$ cat src/rtl/membus_decoder.sv
// Memory bus address decoder. It routes one CPU request at a time to the
// lowest-indexed slave channel whose masked base matches the address. An
// unmapped access, or a slave that stays silent for too long, gets an error
// response.
//
// Ports:
//   clk, reset               clock; synchronous active-high reset
//   mem_valid/addr/wdata/
//   mem_wstrb                CPU request
//   mem_ready/rdata, bus_err CPU response; mem_ready pulses for one cycle
//   s_valid[NSLV]            per-slave request strobe (one-hot while active)
//   s_addr/wdata/wstrb       shared slave request payload (latched)
//   s_ready[NSLV], s_rdata   per-slave response, channel i at [32i+31:32i]
//   err_count                saturating count of error responses
module membus_decoder #(
  parameter int unsigned        NSLV      = 4,
  parameter logic [NSLV*32-1:0] SLV_BASE  = {32'h0300_0000, 32'h0200_0008,
                                             32'h0200_0004, 32'h0000_0000},
  parameter logic [NSLV*32-1:0] SLV_MASK  = {32'hFF00_0000, 32'hFFFF_FFFF,
                                             32'hFFFF_FFFF, 32'hFFF8_0000},
  parameter int unsigned        TIMEOUT   = 255,
  parameter logic [31:0]        ERR_RDATA = 32'hDEAD_BEEF
) (
  input  logic              clk,
  input  logic              reset,
  input  logic              mem_valid,
  input  logic [31:0]       mem_addr,
  input  logic [31:0]       mem_wdata,
  input  logic [3:0]        mem_wstrb,
  output logic              mem_ready,
  output logic [31:0]       mem_rdata,
  output logic              bus_err,
  output logic [NSLV-1:0]   s_valid,
  output logic [31:0]       s_addr,
  output logic [31:0]       s_wdata,
  output logic [3:0]        s_wstrb,
  input  logic [NSLV-1:0]   s_ready,
  input  logic [NSLV*32-1:0] s_rdata,
  output logic [7:0]        err_count
);

  localparam int unsigned IdxW        = (NSLV > 1) ? $clog2(NSLV) : 1;
  localparam logic [15:0] TimeoutLast = 16'(TIMEOUT - 1);

  typedef enum logic [1:0] {StIdle, StActive, StResp} state_e;

  state_e            state_q, state_d;
  logic [IdxW-1:0]   sel_q, sel_d;
  logic [31:0]       addr_q, addr_d;
  logic [31:0]       wdata_q, wdata_d;
  logic [3:0]        wstrb_q, wstrb_d;
  logic [15:0]       cnt_q, cnt_d;
  logic [31:0]       rdata_q, rdata_d;
  logic              err_q, err_d;
  logic [7:0]        err_cnt_q, err_cnt_d;

  logic              hit;
  logic [IdxW-1:0]   hit_idx;
  logic              sel_ready;
  logic [31:0]       sel_rdata;

  // Scan from the top down so the lowest matching channel is assigned last.
  always_comb begin
    hit     = 1'b0;
    hit_idx = '0;
    for (int i = int'(NSLV) - 1; i >= 0; i--) begin
      if ((mem_addr & SLV_MASK[i*32 +: 32]) == (SLV_BASE[i*32 +: 32] & SLV_MASK[i*32 +: 32])) begin
        hit     = 1'b1;
        hit_idx = IdxW'(i);
      end
    end
  end

  assign sel_ready = s_ready[sel_q];
  assign sel_rdata = s_rdata[32*int'(sel_q) +: 32];

  always_comb begin
    state_d   = state_q;
    sel_d     = sel_q;
    addr_d    = addr_q;
    wdata_d   = wdata_q;
    wstrb_d   = wstrb_q;
    cnt_d     = cnt_q;
    rdata_d   = rdata_q;
    err_d     = err_q;
    err_cnt_d = err_cnt_q;
    unique case (state_q)
      StIdle: begin
        if (mem_valid) begin
          if (hit) begin
            sel_d   = hit_idx;
            addr_d  = mem_addr;
            wdata_d = mem_wdata;
            wstrb_d = mem_wstrb;
            cnt_d   = '0;
            state_d = StActive;
          end else begin
            // Unmapped: nothing is latched, so writes leave no trace.
            err_d   = 1'b1;
            rdata_d = ERR_RDATA;
            state_d = StResp;
          end
        end
      end
      StActive: begin
        // A ready arriving on the timeout cycle still wins.
        if (sel_ready) begin
          rdata_d = sel_rdata;
          err_d   = 1'b0;
          state_d = StResp;
        end else if ((TIMEOUT != 0) && (cnt_q == TimeoutLast)) begin
          rdata_d = ERR_RDATA;
          err_d   = 1'b1;
          state_d = StResp;
        end else begin
          cnt_d = cnt_q + 16'd1;
        end
      end
      StResp: begin
        state_d = StIdle;
        if (err_q && (err_cnt_q != 8'hFF)) begin
          err_cnt_d = err_cnt_q + 8'd1;
        end
      end
      default: state_d = StIdle;
    endcase
  end

  always_ff @(posedge clk) begin
    if (reset) begin
      state_q   <= StIdle;
      sel_q     <= '0;
      addr_q    <= '0;
      wdata_q   <= '0;
      wstrb_q   <= '0;
      cnt_q     <= '0;
      rdata_q   <= '0;
      err_q     <= 1'b0;
      err_cnt_q <= '0;
    end else begin
      state_q   <= state_d;
      sel_q     <= sel_d;
      addr_q    <= addr_d;
      wdata_q   <= wdata_d;
      wstrb_q   <= wstrb_d;
      cnt_q     <= cnt_d;
      rdata_q   <= rdata_d;
      err_q     <= err_d;
      err_cnt_q <= err_cnt_d;
    end
  end

  // Masking with reset keeps a reset raised during RESP from completing the access.
  assign mem_ready = (state_q == StResp) && !reset;
  assign mem_rdata = rdata_q;
  assign bus_err   = err_q;
  assign s_valid   = (state_q == StActive) ? (NSLV'(1) << sel_q) : '0;
  assign s_addr    = addr_q;
  assign s_wdata   = wdata_q;
  assign s_wstrb   = wstrb_q;
  assign err_count = err_cnt_q;

endmodule
$ cat config.mk
export PLATFORM = sky130hd
export DESIGN_NAME = membus_decoder
export DESIGN_NICKNAME = d
export VERILOG_FILES = /design/src/rtl/membus_decoder.sv
export SDC_FILE = /design/constraint.sdc
export NUM_CORES = 1
export LEC_CHECK = 0
export CAP_MARGIN = 20
export CORE_ASPECT_RATIO = 0.7
export CORE_MARGIN = 1
export CORE_UTILIZATION = 44
export CTS_BUF_LIST = sky130_fd_sc_hd__clkbuf_4 sky130_fd_sc_hd__clkbuf_8
export DETAILED_ROUTE_END_ITERATION = 16
export GPL_ROUTABILITY_DRIVEN = 0
export PLACE_DENSITY = 0.86
export SYNTH_ARGS = -nofsm -noshare
export SYNTH_HDL_FRONTEND = slang
export SYNTH_SLANG_ARGS = --single-unit
$ cat constraint.sdc
create_clock -name clk -period 4.2 [get_ports clk]
set_clock_uncertainty 0.15 [all_clocks]
set_input_delay 0.42 -clock clk [delete_from_list [all_inputs] [get_ports clk]]
set_output_delay 0.42 -clock clk [all_outputs]
set_load 0.03 [all_outputs]
==> summary.md, run 1 <==
| Metric | Value |
|---|---|
| Status | `finished, final reports clean` |
| Post-Syn Area | `between 5000 and 6000 um^2` |
| Max cap viols | `0` |
| Core outline area | `approximately 13000 um^2` |
| Nets | `~1100` |
| DR WL/cell | `between 15 and 20 um` |
| WHS Endpoint | `s_addr[20]` |
| Clock Sinks | `around 130` |
| Vias in the first global route | `5682` |
| Top cell type's share of synthesized area | `0.437` |
| Die span in y | `99.0 um` |
| Final setup TNS | `0 ps` |
| Via density | `5.54` |
| Peak fanout along the critical path | `25` |
| Worst hold path type | `in -> reg` |
| Diodes inserted | `0` |
| R2R setup slack | `approximately 1100 ps` |
| DR vias | `between 6000 and 7000` |
| H-Tree Depth | `4` |
| Worst vdd ir | `~190 uV` |
| 1st-pass router iterations | `6` |
| FF-to-FF path depth | `4` |
| Clock latency at the later pin of the worst-skew pair | `approximately 420 ps` |
| Startpoint Class | `flop` |
| Mean Syn Cell Area | `9.48 um^2` |
| Post-Route Utilization | `0.724` |
| PD cells | `just under 300 nW/um^2` |
| Layout cells sized above 1 | `0.141` |
| Post-detail-place hpwl | `approximately 15000 um` |
| Synth unique cells | `54` |
| Hold Startpoint | `reset` |
| Initial antenna violation count | `0` |
| CP arrival | `approximately 2600 ps` |
| WS Path Type | `reg -> out` |
| First-pass GRT wire length | `roughly 31000 um` |
| Most frequent cell after synthesis | `nand2_1` |
| Final WL | `between 20000 and 25000 um` |
| WHS Path Cells | `2` |
| Post-synth ARST share | `0` |
| Max clock buf depth | `2` |
| CTS tree | `built` |
| Synth area leaders | `dfxtp_1, mux4_2, nand2_1` |
| Die width | `around 140 um` |
| RSZ-0062 raised after global routing | `false` |
| Worst r2r src | `sel_q[0]` |
| Die area | `around 14000 um^2` |
| Sequential fraction of the synthesis area | `0.437` |
| CTS Hold Bufs | `0` |
| PostCTS Resize Cnt | `0` |
| Fmax | `0.320 GHz` |
| Tmin final | `between 3000 and 4000 ps` |
| Synth Net Count | `between 800 and 900` |
| Slew HR | `0.395` |
| Required time worst endpoint | `between 3000 and 4000 ps` |
| Num rows | `35` |
| Largest net degree at the start of global routing | `71` |
| Setup-failing EPs final | `0` |
| Yosys warning total | `0` |
| Flops & latches, synth | `roughly 130` |
| Total track usage | `0.291` |
| Post-Syn Instances | `624` |
| Port bufs | `between 300 and 400` |
| Final ANT Viol Nets | `0` |
| Post-synth top flop | `dfxtp_1` |
| Most frequent cells after synthesis | `nand2_1, dfxtp_1, a21oi_1` |
| Detailed Route Iter0 Violations | `457` |
| Dpl cells | `1068` |
| Worst Setup SP | `sel_q[0]` |
| Layout Cells excl Fill | `1100` |
| Setup Buffers After CTS | `0` |
| Area delta synth->final | `60.9%` |
| Worst-Margin Slew | `between 900 and 1000 ps` |
| Pins over their slew limit | `0` |
| Worst-path clk slew | `80 ps` |
| DRC viols | `0` |
| Cell leakage power | `3.17 nW` |
| Final Hold Fails | `0` |
| CTS root buf | `clkbuf_8` |
| Remaining Overflow, GRT | `0` |
| RR Endpoint | `cnt_q[6]` |
| Initial Util | `0.450` |
| Worst hold slack | `186 ps` |
| Most area-hungry cell type in the Yosys netlist | `dfxtp_1` |
| EDFF count, synth | `0` |
| IO Pins | `317` |
| Total CTS buffers | `17` |
| Final period util | `0.743` |
| Crit. End Element | `output pin` |
-- worst max-delay path by stage --
stage / to / cells after the start
floorplan: mem_rdata[10] / 6
global placement: s_wdata[17] / 8
detailed placement: s_wdata[3] / 8
CTS: s_valid[3] / 3
global route: cnt_q[6] / 4
finish: s_valid[3] / 3
-- state kept, by name, summed over array words and instances (netlist names) --
signal / flops
s_addr: 32
cnt_q: 16
bus_err: 1
s_wdata: 32
mem_rdata: 32
s_wstrb: 4
err_count: 8
state_q: 2
sel_q: 2
-- per-stage QoR --
step,cell area [um^2],setup WS [ps],power [mW]
2_1_floorplan,5920,1680,1.46
3_3_place_gp,9120,850,1.73
3_5_place_dp,9120,823,1.74
4_1_cts,9520,976,2.79
5_1_grt,9520,869,2.87
6_report,9520,1080,2.77
-- kinds of logic (layout without fill, tap and decap cells) --
group | Yosys count | after routing | share of synthesized area
xor gates and xnor gates | 5 | 5 | 0.00740
AOI/OAI and AO/OA | 149 | 149 | 0.184
buffers and inverters | 48 | 358 | 0.0417
adders and majority gates | 3 | 3 | 0.00635
muxes | 37 | 37 | 0.133
DFF | 129 | 129 | 0.437
and+or+nand+nor | 253 | 253 | 0.191
-- cells in the final DEF (no fill, tap or decap), drive strengths merged, types with 2 or more instances in the layout --
cell           netlist  routed
o31ai                4       4
a21oi               70      70
mux2i                3       3
and4                 2       2
and3                11      11
nor3                11      11
dfxtp              129     129
clkdlybuf4s50        0     315
clkbuf              29      19
nand2              143     143
o211ai               2       2
a22oi                8       8
clkinvlp             0       3
nor2                37      37
nor2b                2       2
xor2                 2       2
mux4                33      33
and2                 2       2
nand3               13      13
a21o                 3       3
or3                  4       4
ha                   3       3
xnor2                3       3
o221a               24      24
inv                  4       5
a31oi                2       2
nand2b               8       8
bufinv               0       2
a31o                 2       2
or4                  3       3
buf                 15       7
nand4                5       5
o21ai               25      25
clkinv               0       7
a211oi               2       2
nor4                 7       7
-- final cells by class --
class,count,area (um^2)
clock buffer,19,255
clock inverter,13,138
fill,989,3620
inverter,4,15.0
multi-input combinational,447,3100
sequential,129,2580
tap,166,208
timing repair buffer,322,3220
-- layer usage --
layer | up-vias | GRT usage | wire [um]
li1 | 2859 | - | -
met1 | 2899 | 0.370 | 8460
met2 | 305 | 0.474 | 9600
met3 | 36 | 0.0948 | 2060
met4 | 0 | 0.0878 | 430
met5 | - | 0 | 0
-- critical path, cell delays in order, from the launching register on --
cell and delay [ps]:
dfxtp_2 700, buf_4 500, and3_1 230, clkdlybuf4s50_1 690
-- where the power goes --
group | internal [mW] | switching (mW)
registers | 1.25 | 0.0223
clock network | 0.549 | 0.508
logic | 0.267 | 0.178
total | 2.07 | 0.708
No activity file was read; power rests on OpenSTA's default activity.
==> run 2, diff against run 1 <==
--- a/config.mk
+++ b/config.mk
@@ -8,11 +8,11 @@
 export CAP_MARGIN = 20
 export CORE_ASPECT_RATIO = 0.7
 export CORE_MARGIN = 1
-export CORE_UTILIZATION = 44
+export CORE_UTILIZATION = 41
 export CTS_BUF_LIST = sky130_fd_sc_hd__clkbuf_4 sky130_fd_sc_hd__clkbuf_8
 export DETAILED_ROUTE_END_ITERATION = 16
 export GPL_ROUTABILITY_DRIVEN = 0
-export PLACE_DENSITY = 0.86
+export PLACE_DENSITY = 0.81
 export SYNTH_ARGS = -nofsm -noshare
 export SYNTH_HDL_FRONTEND = slang
 export SYNTH_SLANG_ARGS = --single-unit
==> constraint.sdc (replaced) <==
create_clock -name clk -period 3.1 [get_ports clk]
set_clock_uncertainty 0.15 [all_clocks]
set_input_delay 0.31 -clock clk [delete_from_list [all_inputs] [get_ports clk]]
set_output_delay 0.31 -clock clk [all_outputs]
set_load 0.03 [all_outputs]
==> run 2 against run 1 <==
Compared with the run above: flip-flop and latch count is the same; total power grew 35%; critical path depth grew 7; worst hold slack gained 79 ps; non-clock buffer count grew 20; die area grew 7.2%; combinational power grew 38%; via count shrank 0.11%; highest routed layer unchanged.
==> summary.md, run 2 (synthesis gave the netlist of run 1 again) <==
| Metric | Value |
|---|---|
| Critical path's slowest cell | `or4_1` |
| Commonest cells after routing, fill and taps aside | `clkdlybuf4s50_1, nand2_1, dfxtp_1, a21oi_1, nor2_1` |
| CTS tree | `built` |
| Initial antenna violation count | `0` |
| R2R setup slack | `around 630 ps` |
| CP endpoint | `s_addr[22]` |
| Max cap viols | `0` |
| Peak fanout along the critical path | `19` |
| Required time worst endpoint | `3310 ps` |
| IO Pins | `317` |
| Most frequent CP cell | `buf_4` |
| First-pass GRT wire length | `a little over 30000 um` |
| Setup-failing EPs final | `0` |
| FF-to-FF path depth | `6` |
| Die width | `146 um` |
| 1st-pass router iterations | `5` |
| Remaining Overflow, GRT | `0` |
| Crit-path cells | `clkdlybuf4s50_1, nor4_1, buf_4, nand4_1, or4_1, buf_4, a21boi_4, buf_4, nand2_1, a21oi_2` |
| Worst hold path type | `in -> reg` |
| Slew HR | `0.452` |
| Final setup TNS | `0 ps` |
| Clock Sinks | `roughly 130` |
| DRC viols | `0` |
| PostCTS Resize Cnt | `0` |
| Startpoint Class | `primary input` |
| Final Hold Fails | `0` |
| DR WL/cell | `18.2 um` |
| WS Path Type | `in -> reg` |
| Total CTS buffers | `17` |
| Nets | `~1100` |
| Crit path buffers/inverters | `4` |
| Worst-path clk slew | `about 100 ps` |
| RSZ-0062 raised after global routing | `false` |
| DR vias | `6092` |
| Worst Setup SP | `mem_addr[12]` |
| Fmax | `between 0.3 and 0.4 GHz` |
| Core outline area | `14000 um^2` |
| Fillers | `~1100` |
| Setup Buffers After CTS | `0` |
| Post-detail-place hpwl | `15700 um` |
| Vias in the first global route | `5764` |
| Via density | `~5.3` |
| Multi-input logic area | `around 3100 um^2` |
| Pins over their slew limit | `0` |
| Cell leakage power | `between 3 and 4 nW` |
| Worst-Margin Slew | `821 ps` |
| Power after layout | `between 3 and 4 mW` |
| Total track usage | `0.271` |
| Cell family with most CP delay | `simple AND/OR/NAND/NOR gates` |
| Layout cells sized above 1 | `0.159` |
| Commonest non-fill, non-tap cell in the layout | `clkdlybuf4s50_1` |
| H-Tree Depth | `4` |
| Num rows | `36` |
| Tmin final | `approximately 2700 ps` |
| Peak per-stage delay on the critical path | `650 ps` |
| Worst r2r src | `sel_q[0]` |
| Crit. End Element | `flop` |
| CP arrival | `~2900 ps` |
| Area delta synth->final | `64.2%` |
| Detailed Route Iter0 Violations | `~400` |
| Final ANT Viol Nets | `0` |
| Sequential standard cell area | `between 2000 and 3000 um^2` |
| Initial Util | `0.422` |
| Die area | `14900 um^2` |
| Die span in y | `about 100 um` |
| RR Endpoint | `cnt_q[13]` |
| Clock latency at the later pin of the worst-skew pair | `440 ps` |
| Final WL | `about 21000 um` |
| Largest net degree at the start of global routing | `62` |
| Worst vdd ir | `around 250 uV` |
| CTS Hold Bufs | `0` |
| Final period util | `0.875` |
| Max clock buf depth | `2` |
| CTS root buf | `clkbuf_8` |
| Port bufs | `roughly 320` |
| Critical Path Stages | `10` |
| PD cells | `roughly 390 nW/um^2` |
| Status | `finished, final reports clean` |
## run 2: cell count changes in the layout (fill, tap and decap cells not counted), moves of 2 or more
cell	delta
inv_6	+6
clkinv_2	-2
buf_4	+18
buf_12	+2
clkinvlp_4	-3
## run 2: routing by layer
layer / vias to the layer above / part of all wire / wire length, um / global-route usage
met5: - / 0 / 0 / 0
met2: 247 / 0.49 / 10200 / 0.461
met1: 2917 / 0.42 / 8820 / 0.341
li1: 2906 / - / - / -
met4: 0 / 0.012 / 256 / 0.0745
met3: 22 / 0.076 / 1590 / 0.0805
## run 2: cell type report
class	count	share of cell area
well taps	190	0.0245
repair buffers	342	0.349
flip-flops and latches	129	0.266
clock inverters	15	0.0152
diodes	1	0.000258
inverters	4	0.00155
clock buffers	17	0.0241
multi-input cells	447	0.319
## run 2: power breakdown
part           internal, mW  leakage, nW  switching [mW]
Clock                 0.659        0.198           0.763
Sequential             1.69         1.05          0.0282
Combinational         0.373         2.04           0.240
## run 2: metrics by stage
stage | hold slack (ps) | std cells | worst slack, ps | utilization | cell area, um^2
after floorplan | 284 | 624 | 695 | - | 5920
after global placement | 289 | 1112 | 59.2 | 0.666 | 9330
after detailed placement | 294 | 1112 | 1.11 | 0.666 | 9330
after CTS | 239 | 1144 | 387 | 0.693 | 9710
after global routing | 251 | 1144 | 197 | 0.693 | 9710
final | 265 | 1145 | 387 | 0.693 | 9710
## run 2: how the worst min path moves through the flow
stage	from	end	slack [ps]	depth (start not counted)
floorplan	cnt_q[15]	cnt_q[15]	280	1
global placement	s_wdata[25]	s_wdata[25]	290	2
detailed placement	s_wdata[21]	s_wdata[21]	290	2
CTS	mem_wdata[12]	s_wdata[12]	240	3
global route	mem_wdata[7]	s_wdata[7]	250	3
finish	mem_wdata[12]	s_wdata[12]	260	3
## run 2: tightest hold or removal path, cell delays in order
cell	delay, ps
clkdlybuf4s50_1	400
nand2_1	60
a21oi_1	50
